### src/rtl/lzd_norm_pipe.sv
// ---------------------------------------------------------------------------
// lzd_norm_pipe
//
// Two-stage pipelined leading-digit detector and normaliser for the
// floating-point datapath. Each transaction counts the leading zeros
// (mode_i=0) or leading ones (mode_i=1) of an IN_W-bit operand. It then
// left-shifts the operand by that count so that the first terminating digit
// lands in the MSB. A user tag rides alongside every operand.
//
// The pipeline uses a valid/ready handshake on both sides with full
// backpressure. rdy_o is combinational from rdy_i, so a full pipeline can
// accept a new operand in the same cycle it hands its oldest result
// downstream.
//
// Ports:
//   clk     in   1      clock, all state updates on the rising edge
//   rst_n   in   1      asynchronous active-low reset
//   vld_i   in   1      input operand valid
//   rdy_o   out  1      block can accept an input this cycle
//   in      in   IN_W   operand
//   mode_i  in   1      0 = count leading zeros, 1 = count leading ones
//   tag_i   in   TAG_W  sideband tag
//   vld_o   out  1      result valid
//   rdy_i   in   1      downstream accepts the result this cycle
//   cnt_o   out  CNT_W  leading-digit count (IN_W when no terminator found)
//   norm_o  out  IN_W   operand << cnt_o, truncated, zero-filled from LSB
//   sat_o   out  1      no terminating digit found in the operand
//   tag_o   out  TAG_W  tag of the result
// ---------------------------------------------------------------------------
module lzd_norm_pipe #(
    parameter int IN_W  = 15,
    parameter int CNT_W = $clog2(IN_W + 1),
    parameter int TAG_W = 4
) (
    input  logic             clk,
    input  logic             rst_n,
    input  logic             vld_i,
    output logic             rdy_o,
    input  logic [IN_W-1:0]  in,
    input  logic             mode_i,
    input  logic [TAG_W-1:0] tag_i,
    output logic             vld_o,
    input  logic             rdy_i,
    output logic [CNT_W-1:0] cnt_o,
    output logic [IN_W-1:0]  norm_o,
    output logic             sat_o,
    output logic [TAG_W-1:0] tag_o
);

    // Stage-1 (count) registers
    logic             s1_vld;
    logic [IN_W-1:0]  s1_op;
    logic [CNT_W-1:0] s1_cnt;
    logic             s1_sat;
    logic [TAG_W-1:0] s1_tag;

    // Handshake and datapath nets
    logic             s1_adv;
    logic             s2_adv;
    logic [IN_W-1:0]  digit_vec;
    logic [CNT_W-1:0] lead_cnt;
    logic             lead_found;
    logic [IN_W-1:0]  norm_next;

    // Stage 2 advances when it is empty or when downstream takes its
    // result. Stage 1 advances when it is empty or when stage 2 advances.
    // Chaining the two like this lets a full pipeline keep streaming at
    // one result per cycle without a bubble. The price is a combinational
    // path from rdy_i to rdy_o, which is intentional.
    always_comb begin
        s2_adv = ~vld_o | rdy_i;
        s1_adv = ~s1_vld | s2_adv;
        rdy_o  = s1_adv;
    end

    // Counting leading ones is the same job as counting leading zeros of
    // the inverted operand, so both modes share one priority detector.
    // The detector finds the most significant set bit of digit_vec.
    // When no bit is set, the count saturates at IN_W instead of wrapping,
    // which is why CNT_W has to be able to represent IN_W itself.
    always_comb begin
        digit_vec  = mode_i ? ~in : in;
        lead_cnt   = CNT_W'(IN_W);
        lead_found = 1'b0;
        for (int i = IN_W - 1; i >= 0; i--) begin
            if (!lead_found && digit_vec[i]) begin
                lead_cnt   = CNT_W'(IN_W - 1 - i);
                lead_found = 1'b1;
            end
        end
    end

    // Stage-1 valid flag. It follows the upstream valid whenever the stage
    // advances, so an un-accepted slot simply becomes a bubble.
    always_ff @(posedge clk or negedge rst_n) begin
        if (!rst_n) begin
            s1_vld <= 1'b0;
        end else if (s1_adv) begin
            s1_vld <= vld_i;
        end
    end

    // Stage-1 data. It captures the operand, tag, count and saturation flag
    // only on a real input fire. Mode is not stored separately because it
    // is already folded into the count and sat values. While the stage is
    // stalled, the data holds so that nothing upstream can disturb a
    // waiting operand.
    always_ff @(posedge clk or negedge rst_n) begin
        if (!rst_n) begin
            s1_op  <= '0;
            s1_cnt <= '0;
            s1_sat <= 1'b0;
            s1_tag <= '0;
        end else if (s1_adv && vld_i) begin
            s1_op  <= in;
            s1_cnt <= lead_cnt;
            s1_sat <= ~lead_found;
            s1_tag <= tag_i;
        end
    end

    // Normalising shift. A saturated count equals IN_W, and the result for
    // it must be all zeros. Forcing zero explicitly keeps that outcome
    // independent of how the shifter treats an amount equal to the width.
    always_comb begin
        norm_next = s1_op << s1_cnt;
        if (s1_sat) begin
            norm_next = '0;
        end
    end

    // Stage-2 valid flag, which drives vld_o directly. The asynchronous
    // reset makes vld_o drop immediately when rst_n asserts, so in-flight
    // results are discarded.
    always_ff @(posedge clk or negedge rst_n) begin
        if (!rst_n) begin
            vld_o <= 1'b0;
        end else if (s2_adv) begin
            vld_o <= s1_vld;
        end
    end

    // Stage-2 data, which drives the result outputs directly. It loads only
    // when stage 2 advances and stage 1 holds a real operand. Otherwise it
    // holds, so that every output stays stable while downstream stalls a
    // valid result.
    always_ff @(posedge clk or negedge rst_n) begin
        if (!rst_n) begin
            cnt_o  <= '0;
            norm_o <= '0;
            sat_o  <= 1'b0;
            tag_o  <= '0;
        end else if (s2_adv && s1_vld) begin
            cnt_o  <= s1_cnt;
            norm_o <= norm_next;
            sat_o  <= s1_sat;
            tag_o  <= s1_tag;
        end
    end

endmodule

### config.mk
export PLATFORM = sky130hd
export DESIGN_NAME = lzd_norm_pipe
export DESIGN_NICKNAME = d
export VERILOG_FILES = /design/src/rtl/lzd_norm_pipe.sv
export SDC_FILE = /design/constraint.sdc
export NUM_CORES = 1
export LEC_CHECK = 0
export BUFFER_PORTS_ARGS = -buffer_cell sky130_fd_sc_hd__buf_2
export CORE_ASPECT_RATIO = 1.75
export CORE_MARGIN = 3
export CORE_UTILIZATION = 62
export CTS_BUF_LIST = sky130_fd_sc_hd__clkbuf_4 sky130_fd_sc_hd__clkbuf_8
export DETAILED_ROUTE_END_ITERATION = 8
export GPL_TIMING_DRIVEN = 0
export PLACE_DENSITY = 0.95
export SYNTH_ARGS = -nofsm -noshare
export SYNTH_HDL_FRONTEND = slang
export SYNTH_SLANG_ARGS = --single-unit
### constraint.sdc
create_clock -name clk -period 2.8 [get_ports clk]
set_input_delay 0.28 -clock clk [delete_from_list [all_inputs] [get_ports clk]]
set_output_delay 0.28 -clock clk [all_outputs]
set_load 0.01 [all_outputs]
==> metrics <==
Pre-antenna DRT Iters 4; # Post-CTS Setup Buffers 0; Synth Instances about 260; clk sinks 50; total power 2.01 mW; Final Routed Wirelength between 6 and 7 mm; global-route wire length before repair between 10 and 15 mm; Yosys top cell area share ~45%; layout cells sized above 1 approximately 29%; maximum VDD drop 0.514 mV; sequential share of the synthesized area a little under half; die area roughly 0.0053 sq mm; Clock Root Buffer clkbuf_8; net count reported at finish ~340; total vias in the final route 2286; I/O Buffers 48; clk buf depth 2; H-tree levels 2; DP HPWL 4.89 mm; status finished, final reports clean; reg2reg setup slack 0.78 ns; Synth area leaders dfrtp_1 45%, mux2_2 9.3%, mux2i_1 8.3%, nand2_1 3.4%, mux2_1 3.2%; WP data required 3.00 ns; Psw between 0.6 and 0.7 mW; Ports 50; RR Startpoint s1_cnt[1]; GR Overflow Total 0; # diodes 0; Final GP Congestion about 0.9; Reg power frac 46.9%; vias in the first global route approximately 2300; critical register-to-register path endpoint norm_o[12]; area grow syn2layout 14.1%; crit end category flip-flop; pin count of the biggest net entering global routing just over 50; crit-path max FO 10; Setup CP Type flip-flop to flip-flop; actual slew at the worst max-slew pin ~1.1 ns; post-route clock skew 0.0120 ns; final setup vio count 0; initial antenna violation count 0; CTS tree built; Int Pwr 1.33 mW; Leak Pwr 1.47 nW; drt drc 0; post-cts repair resize count 0; cts bufs inserted 5; Slew HR between 20 and 30%; Max Slew Vio Count 0; Mapped Area ~0.0028 sq mm; final worst path period need about 2.0 ns; dominant cell type by area after synthesis dfrtp_1; Fillers roughly 320; Async S/R FF share, synth 100%; DR iter-0 viols 67; worst endpoint data arrival time 2.21 ns; net count after synthesis between 200 and 300; Clock Pin Slew Worst Setup and Hold Paths 0.10 ns; worst min path class input port to async pin; Gate power share about a third; Ys Warns 0; Core Box Area about 0.0042 sq mm; Initial Util between 60 and 70%; final count of hold timing violations 0; Sw Share between 30% and 40%; worst reg2reg path depth 7; Via density approximately 6.3; Post-synth EDFFs 0; Cell Pwr Density between 600 and 700 mW/mm^2; Top FF cell, synth dfrtp_1; Fmax achieved 0.496 GHz; Yosys reg bits 50; max-cap check violation count 0; Yosys cell types 52; unrepaired setup endpoints after global routing false; WL per Instance around 18 microns; syn_area_per_cell between 10 and 15 sq um; die height between 90 and 100 microns; Die Wd about 57 microns; Detail Route Antenna Nets 0; Tcrit/Tclk final between 70% and 80%; clk_lat worst skew just over 0.3 ns; All-Layer GR Usage around 25%; hold_buf cts 0; Startpoint Class flip-flop; Clock Power Share approximately a fifth; Setup TNS 0 ns; Cell Rows 31
==> power groups by stage <==
stage | sequential (mW) | clock (mW) | combinational [mW]
finish | 0.943 | 0.421 | 0.647
detailed placement | 0.958 | 0 | 0.642
global route | 0.962 | 0.449 | 0.704
global placement | 0.946 | 0 | 0.620
floorplan | 0.986 | 0 | 0.381
CTS | 0.944 | 0.423 | 0.647
==> Yosys cell counts (3+ instances only) <==
cell type	n
nor2_1	10
nand3_1	6
nand2_1	25
clkbuf_1	9
nand2b_1	3
a21oi_1	8
o21ai_0	3
dfrtp_1	50
mux2_2	23
mux2_1	8
nor4_1	3
buf_2	6
nor4b_1	3
a22o_1	8
nor3_1	8
a211oi_1	4
o21ai_1	9
or3_1	4
mux2i_1	23
==> registers in the layout, summed over array words and instances (netlist names) <==
register / count
norm_o: 15
s1_op: 15
cnt_o: 4
s1_cnt: 4
s1_tag: 4
tag_o: 4
s1_sat: 1
s1_vld: 1
sat_o: 1
vld_o: 1
==> per-layer routing <==
layer | track usage [%] | vias up | routed length [microns]
met2 | 48.5 | 68 | 3640
met4 | 12.1 | 0 | 148
met5 | 0 | - | 0
li1 | - | 1085 | -
met1 | 25.5 | 1120 | 2380
met3 | 4.65 | 13 | 253
==> layout make-up <==
| cell class | instances | area [sq um] | area share [%] |
|---|---|---|---|
| clock inverters | 3 | 21.3 | 0.672 |
| flip-flops and latches | 50 | 1250 | 39.5 |
| multi-input cells | 188 | 1430 | 45.1 |
| repair buffers | 48 | 240 | 7.59 |
| inverters | 2 | 7.51 | 0.237 |
| clock buffers | 5 | 68.8 | 2.17 |
| plain buffers | 18 | 86.3 | 2.73 |
| well taps | 49 | 61.3 | 1.94 |
==> worst max-delay path, stage by stage (launching register included) <==
cell      delay (ns)
dfrtp_1         0.43
buf_2           0.29
buf_4           0.25
mux2i_1         0.24
nand2_1         0.09
a311oi_1        0.33
a21oi_1         0.09
a22o_1          0.20
==> cells by family after synthesis <==
| group | after synthesis | share of synthesized area [%] |
|---|---|---|
| AND/OR/NAND/NOR | 78 | 15.0 |
| multiplexers | 56 | 22.5 |
| XOR/XNOR | 2 | 0.632 |
| flip-flops | 50 | 45.1 |
| buffers and inverters | 20 | 3.38 |
| AO/OA/AOI/OAI | 52 | 13.4 |
==> placed cells by master (no fill, tap or decap), types with 3 or more instances in the layout <==
master / n
nor4b_1: 3
dfrtp_1: 50
or3_1: 4
nand3_1: 6
mux2_2: 23
nand2b_1: 3
mux2i_1: 23
nand2_1: 25
o21ai_0: 3
mux2_1: 8
o21ai_1: 9
nor4_1: 3
a22o_1: 8
clkbuf_8: 5
a21oi_1: 8
nor3_1: 8
clkbuf_1: 9
a211oi_1: 4
buf_2: 54
nor2_1: 10
==> through the flow <==
step                      utilization, %  hold WS [ns]  cells  area, sq um  worst slack (ns)
final                               74.8         0.150    363         3160             0.783
after global routing                74.8         0.181    363         3160             0.756
after CTS                           74.8         0.170    363         3160             0.842
after detailed placement            72.7         0.470    355         3070             0.852
after global placement              72.7         0.455    355         3070             0.910
after floorplan                        -       -0.0156    258         2770              1.12
==> worst max path at each step <==
stage / to / slack [ns] / start / cells after the start
final: norm_o[12] / 0.78 / s1_cnt[1] / 7
after global routing: norm_o[12] / 0.76 / s1_cnt[1] / 7
after CTS: norm_o[12] / 0.84 / s1_cnt[1] / 7
after detailed placement: s1_sat / 0.85 / in[7] / 6
after global placement: s1_sat / 0.91 / in[8] / 6
after floorplan: norm_o[12] / 1.12 / s1_cnt[1] / 7
(Power assumes the default switching activity.)
